===== config.mk =====
export PLATFORM = sky130hd
export DESIGN_NAME = mem_arbiter
export DESIGN_NICKNAME = d
export VERILOG_FILES = /design/src/rtl/sbmips_pkg.sv /design/src/rtl/mem_arb_pick.sv /design/src/rtl/mem_arbiter.sv
export SDC_FILE = /design/constraint.sdc
export NUM_CORES = 1
export LEC_CHECK = 0
export BUFFER_PORTS_ARGS = -buffer_cell sky130_fd_sc_hd__buf_2
export CAP_MARGIN = 0
export CORE_UTILIZATION = 50
export DETAILED_ROUTE_END_ITERATION = 8
export PLACE_DENSITY = 0.86
export SETUP_SLACK_MARGIN = 0.15
export SYNTH_ARGS = -nofsm -noshare
export SYNTH_HDL_FRONTEND = slang
export SYNTH_SLANG_ARGS = --single-unit
export TNS_END_PERCENT = 20

===== constraint.sdc =====
create_clock -name clk -period 3.3 [get_ports clk]
set_input_delay 0.33 -clock clk [delete_from_list [all_inputs] [get_ports clk]]
set_output_delay 0.33 -clock clk [all_outputs]
set_load 0.02 [all_outputs]

===== src/rtl/sbmips_pkg.sv =====
// ============================================================================
// Module      : sbmips_pkg
// Description : Shared types and constants for the sbmips core memory arbiter.
// Revision    : 1.0 - initial release
// ============================================================================
`default_nettype none

package sbmips_pkg;

    typedef enum logic [1:0] {
        IDLE   = 2'd0,
        ACCESS = 2'd1,
        DONE   = 2'd2
    } arb_state_t;

    localparam logic GNT_I = 1'b0;
    localparam logic GNT_D = 1'b1;

    localparam int MEM_LAT_MIN = 1;
    localparam int MEM_LAT_MAX = 15;
    localparam int CNT_W       = 4;

endpackage

`default_nettype wire


===== src/rtl/mem_arb_pick.sv =====
// ============================================================================
// Module      : mem_arb_pick
// Description : Combinational winner select between fetch and load/store.
//               MEM_ARB_ROUND_ROBIN_EN selects round-robin tie breaking,
//               otherwise data has fixed priority.
// Revision    : 1.0 - initial release
// ============================================================================
`default_nettype none

module mem_arb_pick
    import sbmips_pkg::*;
(
    input  logic i_req,
    input  logic d_req,
    input  logic last_gnt,
    output logic gnt
);

`ifdef MEM_ARB_ROUND_ROBIN_EN
    // On a tie the requester that lost the previous grant wins.
    always_comb begin
        if (i_req && d_req) begin
            gnt = (last_gnt == GNT_I) ? GNT_D : GNT_I;
        end else begin
            gnt = d_req ? GNT_D : GNT_I;
        end
    end
`else
    logic [1:0] w_unused_pick;
    assign w_unused_pick = {i_req, last_gnt};

    always_comb begin
        gnt = d_req ? GNT_D : GNT_I;
    end
`endif

endmodule

`default_nettype wire


===== src/rtl/mem_arbiter.sv =====
// ============================================================================
// Module      : mem_arbiter
// Description : Shares one synchronous memory port between instruction fetch
//               and load/store; fixed MEM_LAT access, one-cycle ack.
//               Define MEM_ARB_ROUND_ROBIN_EN for round-robin tie breaking.
// Revision    : 1.0 - initial release
// ============================================================================
`default_nettype none

module mem_arbiter
    import sbmips_pkg::*;
#(
    parameter int ADDR_W  = 32,
    parameter int DATA_W  = 32,
    parameter int MEM_LAT = 2
) (
    input  logic                clk,
    input  logic                rst,
    input  logic                i_req,
    input  logic [ADDR_W-1:0]   i_addr,
    output logic [DATA_W-1:0]   i_rdata,
    output logic                i_ack,
    input  logic                d_req,
    input  logic                d_we,
    input  logic [DATA_W/8-1:0] d_be,
    input  logic [ADDR_W-1:0]   d_addr,
    input  logic [DATA_W-1:0]   d_wdata,
    output logic [DATA_W-1:0]   d_rdata,
    output logic                d_ack,
    output logic                mem_en,
    output logic                mem_we,
    output logic [DATA_W/8-1:0] mem_be,
    output logic [ADDR_W-1:0]   mem_addr,
    output logic [DATA_W-1:0]   mem_wdata,
    input  logic [DATA_W-1:0]   mem_rdata,
    output logic                busy
);

    localparam int               BE_W       = DATA_W / 8;
    localparam logic [CNT_W-1:0] c_CNT_LOAD = CNT_W'(MEM_LAT - 1);

    arb_state_t          r_state;
    arb_state_t          w_next_state;
    logic [CNT_W-1:0]    r_cnt;
    logic                r_gnt;
    logic                w_pick;
    logic                w_take;
    logic                r_we;
    logic [BE_W-1:0]     r_be;
    logic [ADDR_W-1:0]   r_addr;
    logic [DATA_W-1:0]   r_wdata;
    logic [DATA_W-1:0]   r_i_rdata;
    logic [DATA_W-1:0]   r_d_rdata;

    // r_gnt doubles as the round-robin pointer; reset value means fetch last.
    mem_arb_pick u_pick (
        .i_req    (i_req),
        .d_req    (d_req),
        .last_gnt (r_gnt),
        .gnt      (w_pick)
    );

    assign w_take = (r_state == IDLE) && (i_req || d_req);

    always_ff @(posedge clk or negedge rst) begin
        if (!rst) begin
            r_state <= IDLE;
        end else begin
            r_state <= w_next_state;
        end
    end

    always_comb begin
        w_next_state = r_state;
        case (r_state)
            IDLE:    if (i_req || d_req) w_next_state = ACCESS;
            ACCESS:  if (r_cnt == '0) w_next_state = DONE;
            DONE:    w_next_state = IDLE;
            default: w_next_state = IDLE;
        endcase
    end

    always_ff @(posedge clk or negedge rst) begin
        if (!rst) begin
            r_cnt     <= '0;
            r_gnt     <= GNT_I;
            r_we      <= 1'b0;
            r_be      <= '0;
            r_addr    <= '0;
            r_wdata   <= '0;
            r_i_rdata <= '0;
            r_d_rdata <= '0;
        end else if (w_take) begin
            r_gnt <= w_pick;
            r_cnt <= c_CNT_LOAD;
            if (w_pick == GNT_D) begin
                r_addr  <= d_addr;
                r_we    <= d_we;
                r_be    <= d_be;
                r_wdata <= d_wdata;
            end else begin
                r_addr  <= i_addr;
                r_we    <= 1'b0;
                r_be    <= '1;
                r_wdata <= '0;
            end
        end else if (r_state == ACCESS) begin
            if (r_cnt == '0) begin
                if (r_gnt == GNT_I) begin
                    r_i_rdata <= mem_rdata;
                end else if (!r_we) begin
                    r_d_rdata <= mem_rdata;
                end
            end else begin
                r_cnt <= r_cnt - 1'b1;
            end
        end
    end

    // Outputs decode only registered state, so no input reaches an output.
    always_comb begin
        mem_en    = (r_state == ACCESS);
        mem_we    = (r_state == ACCESS) && r_we;
        mem_be    = r_be;
        mem_addr  = r_addr;
        mem_wdata = r_wdata;
        busy      = (r_state != IDLE);
        i_ack     = (r_state == DONE) && (r_gnt == GNT_I);
        d_ack     = (r_state == DONE) && (r_gnt == GNT_D);
        i_rdata   = r_i_rdata;
        d_rdata   = r_d_rdata;
    end

endmodule

`default_nettype wire


## After elaboration in Yosys (flattened, before gate mapping)

Cells that the tools add are included.

- Add/sub/neg operators: 1
- Equality and inequality tests: 5
- Multiplexer cells: 11
- Bitwise gates (word level): 3
- Reductions and logical operators: 13

Operators with widths:

| kind | count |
|---|---|
| $mux 32 | 2 |
| $mux 4 | 4 |
| $reduce_and 5->1 | 1 |
| $logic_and 1x1->1 | 4 |
| $logic_not 4->1 | 1 |
| $mux 2 | 2 |
| $ne 2x1->1 const B | 2 |
| $pmux 2 s2 | 1 |
| $reduce_and 2->1 | 2 |
| $reduce_and 4->1 | 1 |
| $reduce_bool 2->1 | 2 |
| $sub 4x1->4 const B | 1 |
| $not 1->1 | 3 |
| $eq 2x1->1 const B | 1 |
| $eq 2x2->1 const B | 1 |
| $logic_not 2->1 | 1 |
| $mux 1 | 2 |
| $ne 2x2->1 const B | 1 |
| $logic_or 1x1->1 | 1 |

- Bits in registers: 140
- Output and inout port bits: 137

## Depth between registers and ports, before layout

Gate-level depths: netlist of run 1.

- Depth in word-level cells: 4
- Gate-level depth with buffers: 7

## Cells and area by module

From an unflattened synthesis of run 1, not the netlist that was laid out.

- Cells, all modules: 491
- Area, all modules: 6,094.6 um^2

By module, submodules not included:

| module | instances | cells an instance | area each (um^2) |
|---|---|---|---|
| mem_arbiter | 1 | 490 | 6,087.1 |
| mem_arb_pick | 1 | 1 | 7.5 |

## Worst setup path before layout of run 1

Ideal clock, no wire load.

- Path type: register -> register
- From: register r_state[1]
- To: register r_d_rdata[10] (netlist: d_rdata[10])
- Library setup time: 0.125 ns
- Arrival time: 1.891 ns
- Required time: 3.175 ns
- Setup slack: 1.284 ns
- Stages on the path, launching flop included: 6
- Path buffers: 2
- Clock period less this slack: 2.016 ns
- Cells stage by stage: dfrtp_1 > or3b_1 > or4b_4 > buf_6 > buf_12 > mux2_4

- Longest elaborated chain between the ends: 4
- Elaborated cells between the ends (all ways): 5
- Those cells by class: eq/ne (1); bitwise (1); reduce/logical (3)

Ends and longest elaborated chain:

| element | RTL line | source |
|---|---|---|
| from (decl) | mem_arbiter.sv:42 | `arb_state_t r_state;` |
| from (signal assigned) | mem_arbiter.sv:69 | `r_state <= w_next_state;` |
| $logic_not 2->1 | mem_arbiter.sv:63 | `assign w_take = (r_state == IDLE) && (i_req \|\| d_req);` |
| $logic_and 1x1->1 | mem_arbiter.sv:63 |  |
| $not 1->1 (no line) | -- |  |
| $reduce_and 5->1 (no line) (*) | -- |  |
| to (signal assigned) | mem_arbiter.sv:112 | `r_d_rdata <= mem_rdata;` |
| to (decl) | mem_arbiter.sv:53 | `logic [DATA_W-1:0] r_d_rdata;` |

Mark *: on every way between the ends. The rest lies on a longest branch, timed or not.
A chain may end at the register's enable or synchronous reset.

## Worst setup path after layout of run 1

- From: register r_state[1]
- To: output busy

- Longest elaborated chain between the ends: 1

Ends and longest elaborated chain:

| element | RTL line | source |
|---|---|---|
| $reduce_bool 2->1 | mem_arbiter.sv:127 | `busy = (r_state != IDLE);` |
| to (decl) | mem_arbiter.sv:36 | `output logic busy` |

No other way between the ends.

==> results.sh, run 1 <==
export IMPL_total_power_mw=8.61
export IMPL_finalSetupTns_ps=0
export IMPL_grt_max_degree=116
export IMPL_crit_required_ps=2970
export IMPL_grt_ovfl_total=0
export IMPL_num_vias=4395
export IMPL_grt_pass1_vias=4472
export IMPL_path_delay_family="buffers and inverters"
export IMPL_regArea_mm2=0.00350
export IMPL_drt_wl_total_mm=15.1
export IMPL_io_pins=274
export IMPL_ys_seq_area_frac=0.615
export IMPL_ant_nets=0
export IMPL_core_area_mm2=0.0110
export IMPL_grt_first_pass_wirelength_mm=22.5
export IMPL_fillers=749
export IMPL_hold_class="in2async"
export IMPL_worstMarginPinSlew_ps=1020
export IMPL_final_area_mm2=0.00775
export IMPL_drv_slew=0
export IMPL_ys_seq_elements=140
export IMPL_maxCapViolCount=0
export IMPL_post_dp_cell_area_mm2=0.00716
export IMPL_rsz0062_at_grt="no"
export IMPL_synth_avg_cell_area_um2=14.2
export IMPL_worstSetupStartpointType="flop"
export IMPL_period_needed_ps=2330
export IMPL_cts_hold_buf=0
export IMPL_place_hpwl_mm=10.6
export IMPL_io_buffer_count=273
export IMPL_clk_pin_slew_ps=60
export IMPL_post_cts_buffers=0
export IMPL_clk_path_buf_depth=2
export IMPL_cts_sinks=140
export IMPL_h_tree_depth=4
export IMPL_max_freq_mhz=430
export IMPL_start_util=0.519
export IMPL_dieWidth_um=109
export IMPL_nNetsFinal=811
export IMPL_critPathMaxFanout=30
export IMPL_cts_resized=0
export IMPL_status="finished clean"
export IMPL_crit_buf_inv=3
export IMPL_critical_path_class="reg2out"
export IMPL_syn_nets=539
export IMPL_ys_types=31
export IMPL_cts_made_buffers=17
export IMPL_die_h_um=109
export IMPL_drtPass1Iterations=4
export IMPL_p_per_area_mw_per_mm2=1110
export IMPL_antenna_found_initial=1
export IMPL_fin_crit_sh=0.705
export IMPL_multiInputGateArea_mm2=0.00203
export IMPL_rows=38
export IMPL_cp_end_kind="primary output"
export IMPL_hold_slack_ps=74.2
export IMPL_drc=0
export IMPL_wl_per_cell_um=18.3
export IMPL_dieArea_mm2=0.0118
export IMPL_ir_drop_mv=0.780
export IMPL_drive_gt1_frac=0.556
export IMPL_crit_arrival_ps=2000
export IMPL_crit_cells=4
export IMPL_max_slew_margin_rel=0.321
export IMPL_yosys_warnings=0
export IMPL_syn_area_mm2=0.00570
export IMPL_vias_per_cell=5.33
export IMPL_path_cells="nor2_1 -> clkinv_1 -> buf_4 -> buf_2"
export IMPL_skew_ps=9.52
export IMPL_hold_violations=0
export IMPL_clockRootBuffer="clkbuf_16"
export IMPL_drt_initial_drc_count=273
export IMPL_critical_path_max_stage_delay_ps=400
export IMPL_cpMaxStageDelayCell="dfrtp_1"
export IMPL_place_congestion=0.850
export IMPL_syn2layout_area_growth_pct=36.0
export IMPL_clk_latency_ps=420
export IMPL_worst_r2r_cell_count=3
export IMPL_setup_violations=0
export IMPL_cts_tree="yes"
export IMPL_synthCells=400
export IMPL_leakage_nw=4.05
export IMPL_grt_usage=0.256
layout by cell type (no fill, tap or decap), drive strengths merged, types with 2 or more instances in the layout:
cell / instances
o21ai: 69
nand2: 2
bufinv: 3
clkbuf: 20
o22a: 4
clkinvlp: 6
ha: 2
mux2i: 34
buf: 282
mux2: 65
a22o: 33
inv: 2
nor2: 4
and2: 2
dfrtp: 140
clkinv: 3
synth_stat cells:
master / n / area (um^2)
nor3b_1: 1 / 7.51
inv_1: 2 / 7.51
a21oi_1: 1 / 5.00
and3b_2: 1 / 10.0
nor3_1: 1 / 5.00
buf_2: 3 / 15.0
a22o_1: 33 / 289
clkinv_1: 1 / 3.75
a21bo_2: 1 / 10.0
a21o_1: 1 / 7.51
nand2b_1: 1 / 6.26
or3_1: 1 / 6.26
mux2_1: 2 / 22.5
o21ai_0: 69 / 345
buf_12: 3 / 60.1
mux2i_1: 34 / 340
nand4b_1: 1 / 8.76
mux2_2: 33 / 372
dfrtp_1: 140 / 3500
nand2_1: 2 / 7.51
nor2_1: 4 / 15.0
or3b_1: 1 / 8.76
clkbuf_1: 22 / 82.6
and2_1: 2 / 12.5
nor2b_1: 1 / 6.26
o22a_1: 4 / 35.0
mux2_4: 30 / 450
buf_6: 1 / 11.3
or2_2: 1 / 6.26
ha_1: 2 / 25.0
or4b_4: 1 / 13.8
final cells by class:
type	instances	share of cell area
Antenna cell	1	0.000323
Sequential cell	140	0.452
Inverter	3	0.00145
Tap cell	140	0.0226
Timing Repair Buffer	282	0.186
Clock inverter	11	0.0187
Clock buffer	20	0.0576
Multi-Input combinational cell	228	0.262
worst reg2reg max path, cell delays in order, from the launching register on:
cell     delay, ps
dfrtp_1        400
or3b_1         440
or4b_4         840
mux2_4         420
final timing paths:
| check | slack, ps | from | to |
|---|---|---|---|
| max | 970 | r_state[1] | busy |
| min | 70 | rst | i_rdata[10] |
| max reg2reg | 1090 | r_state[1] | d_rdata[13] |
| min reg2reg | 490 | i_rdata[6] | i_rdata[6] |
| max in group asynchronous | 2420 | rst | mem_wdata[17] |
| min in group clk | 120 | d_be[3] | mem_be[3] |
cell families after synthesis:
group / Yosys count / share of synthesized area
buffers and inverters: 32 / 0.0316
and+or+nand+nor: 18 / 0.0200
adders and majority gates: 2 / 0.00439
DFF: 140 / 0.615
muxes: 99 / 0.208
AOI/OAI and AO/OA: 109 / 0.121
metrics by stage:
stage                     cells  worst slack [ps]   util
after floorplan             400              1280      -
after global routing        825               850  0.706
after CTS                   824               967  0.706
final                       825               974  0.706
after global placement      793              1140  0.652
after detailed placement    793              1110  0.652
flip-flops by register name (all words and copies together) (netlist names):
signal     flops
r_gnt          1
mem_be         4
r_cnt          4
r_state        2
mem_addr      32
mem_wdata     32
i_rdata       32
r_we           1
d_rdata       32
power breakdown:
| part | leakage, nW | switching (mW) | internal (mW) |
|---|---|---|---|
| sequential | 1.69 | 0.474 | 2.55 |
| combinational | 2.09 | 2.17 | 1.51 |
| clock | 0.270 | 0.709 | 1.20 |
routing by layer:
layer | vias to the layer above | GRT usage | routed length, um
li1 | 2004 | - | -
met1 | 2154 | 0.280 | 5840
met2 | 215 | 0.457 | 7790
met3 | 22 | 0.0813 | 1150
met4 | 0 | 0.105 | 322
met5 | - | 0 | 0
No activity file was read; power rests on OpenSTA's default activity.
==> run 2, diff against run 1 <==
Settings changed: CORE_UTILIZATION 50 to 46, PLACE_DENSITY 0.86 to 0.8.
Clock period 3.3 ns to 2.2 ns, I/O delays scaled along.
==> run 2 against run 1 <==
  * Clock-buffer cell count decreased by 1
  * Largest power group unchanged
  * Worst hold slack worse by 43 ps
  * Final cell count up 3.6%
  * Total power is 53% higher
  * Critical path type is now reg2reg
  * Flip-flop and latch count unchanged
  * Global-route usage fell by 2.5 points
  * Final area is 2.1% higher
==> results.sh, run 2 (synthesis results as in run 1) <==
export IMPL_leakage_nw=4.13
export IMPL_cts_tree="yes"
export IMPL_cp_endpoint="d_rdata[8]"
export IMPL_total_power_mw=13.1
export IMPL_final_cell_mix="buf_2 (272), dfrtp_1 (139), o21ai_0 (68), mux2i_1 (34)"
export IMPL_rrSetupSlack_ps=150
export IMPL_place_congestion=0.768
export IMPL_n_antenna_cell=0
export IMPL_drive_gt1_frac=0.563
export IMPL_num_vias=4386
export IMPL_rows=40
export IMPL_dieArea_mm2=0.0128
export IMPL_regToRegEndpoint="d_rdata[8]"
export IMPL_post_cts_buffers=0
export IMPL_p_per_area_mw_per_mm2=1660
export IMPL_grt_max_degree=68
export IMPL_worst_r2r_cell_count=4
export IMPL_syn2layout_area_growth_pct=38.9
export IMPL_ant_nets=0
export IMPL_crit_required_ps=2480
export IMPL_hold_violations=0
export IMPL_layout_commonest_cell="buf_2"
export IMPL_drv_slew=0
export IMPL_dp_slack_ps=135
export IMPL_grt_pass1_vias=4551
export IMPL_antenna_found_initial=0
export IMPL_grt_first_pass_wirelength_mm=22.9
export IMPL_finalNonFillerCells=855
export IMPL_io_buffer_count=273
export IMPL_clockRootBuffer="clkbuf_16"
export IMPL_maxCapViolCount=0
export IMPL_critical_path_class="reg2reg"
export IMPL_setup_violations=0
export IMPL_place_hpwl_mm=10.2
export IMPL_die_h_um=113
export IMPL_dieWidth_um=113
export IMPL_max_slew_margin_rel=0.573
export IMPL_dp_cells=822
export IMPL_drtPass1Iterations=4
export IMPL_worstSetupStartpointType="flop"
export IMPL_vias_per_cell=5.13
export IMPL_fin_crit_sh=0.934
export IMPL_setup_slack_ps=145
export IMPL_drc=0
export IMPL_nNetsFinal=814
export IMPL_core_area_mm2=0.0121
export IMPL_critical_path_max_stage_delay_ps=570
export IMPL_rsz0062_at_grt="yes"
export IMPL_crit_arrival_ps=2340
export IMPL_drt_initial_drc_count=275
export IMPL_critPathMaxFanout=16
export IMPL_max_freq_mhz=487
export IMPL_finalSetupTns_ps=0
export IMPL_wl_per_cell_um=17.0
export IMPL_cp_startpoint="r_state[1]"
export IMPL_cts_made_buffers=17
export IMPL_start_util=0.473
export IMPL_io_pins=274
export IMPL_grt_ovfl_total=0
export IMPL_ir_drop_mv=0.785
export IMPL_hold_slack_ps=31.0
export IMPL_cp_end_kind="flop"
export IMPL_skew_ps=4.92
export IMPL_grt_usage=0.231
export IMPL_status="finished clean"
export IMPL_path_cells="or3b_4 -> or4b_4 -> buf_16 -> mux2_4"
export IMPL_timing_rr_start="r_state[1]"
export IMPL_period_needed_ps=2050
export IMPL_clk_pin_slew_ps=60
export IMPL_worstMarginPinSlew_ps=641
export IMPL_h_tree_depth=4
export IMPL_drt_wl_total_mm=14.5
export IMPL_clk_latency_ps=400
export IMPL_clk_path_buf_depth=2
export IMPL_cpMaxStageDelayCell="or4b_4"
export IMPL_hold_class="in2reg"
export IMPL_cts_sinks=140
[run 2: cell types whose count changed in the layout (fill, tap and decap cells not counted), sizes merged]
cell         before  now
clkinvlp          6    1
clkinv            3    7
clkbuf           20   19
buf             282  284
bufinv            3    5
dlygate4sd3       0    1
diode             1    0
[run 2: report_power, final]
group,switching (mW),internal (mW),total (mW),leakage (nW)
clock network,1.04,2.03,3.07,0.313
logic,3.25,2.30,5.55,2.12
registers,0.695,3.83,4.52,1.69
[run 2: worst min-delay path by stage]
stage	depth (start not counted)	from	slack [ps]	to
3_3_place_gp	1	rst	210	d_rdata[7]
5_1_grt	2	d_we	10	r_we
3_5_place_dp	1	rst	220	d_rdata[7]
4_1_cts	2	d_be[3]	8	mem_be[3]
6_report	2	d_wdata[2]	30	mem_wdata[2]
2_1_floorplan	0	rst	-80	d_rdata[0]
[run 2: worst max-delay path, delay by kind of cell, from the launching register on]
| family | cells | cell delay [ps] |
|---|---|---|
| AND/OR/NAND/NOR | 2 | 990 |
| buffers and inverters | 1 | 200 |
| flip-flops | 1 | 430 |
| multiplexers | 1 | 310 |
[run 2: repair_timing]
item / in CTS / in global routing
setup endpoints to repair: 30 / 34
hold endpoints to repair: 54 / 0
pin swaps: 1 / 0
gates cloned: 1 / 0
gates resized for setup: 3 / 3
hold buffers: 1 / 0
[run 2: routing by layer]
layer | GRT usage | vias up | routed length, um
li1 | - | 2000 | -
met1 | 0.272 | 2170 | 5930
met2 | 0.402 | 196 | 7470
met3 | 0.0637 | 20 | 874
met4 | 0.0877 | 0 | 233
met5 | 0 | - | 0
[run 2: layout make-up]
type	count	area, um^2
clock inverter	12	195
timing repair buffer	285	1520
inverter	3	11.3
tap	168	210
clock buffer	19	443
multi-input combinational	228	2030
fill	871	4150
sequential	140	3500
[run 2: through the flow]
step           cell area [um^2]  utilization
2_1_floorplan              5700            -
3_3_place_gp               7230        0.599
3_5_place_dp               7230        0.599
4_1_cts                    7910        0.656
5_1_grt                    7920        0.656
6_report                   7920        0.656
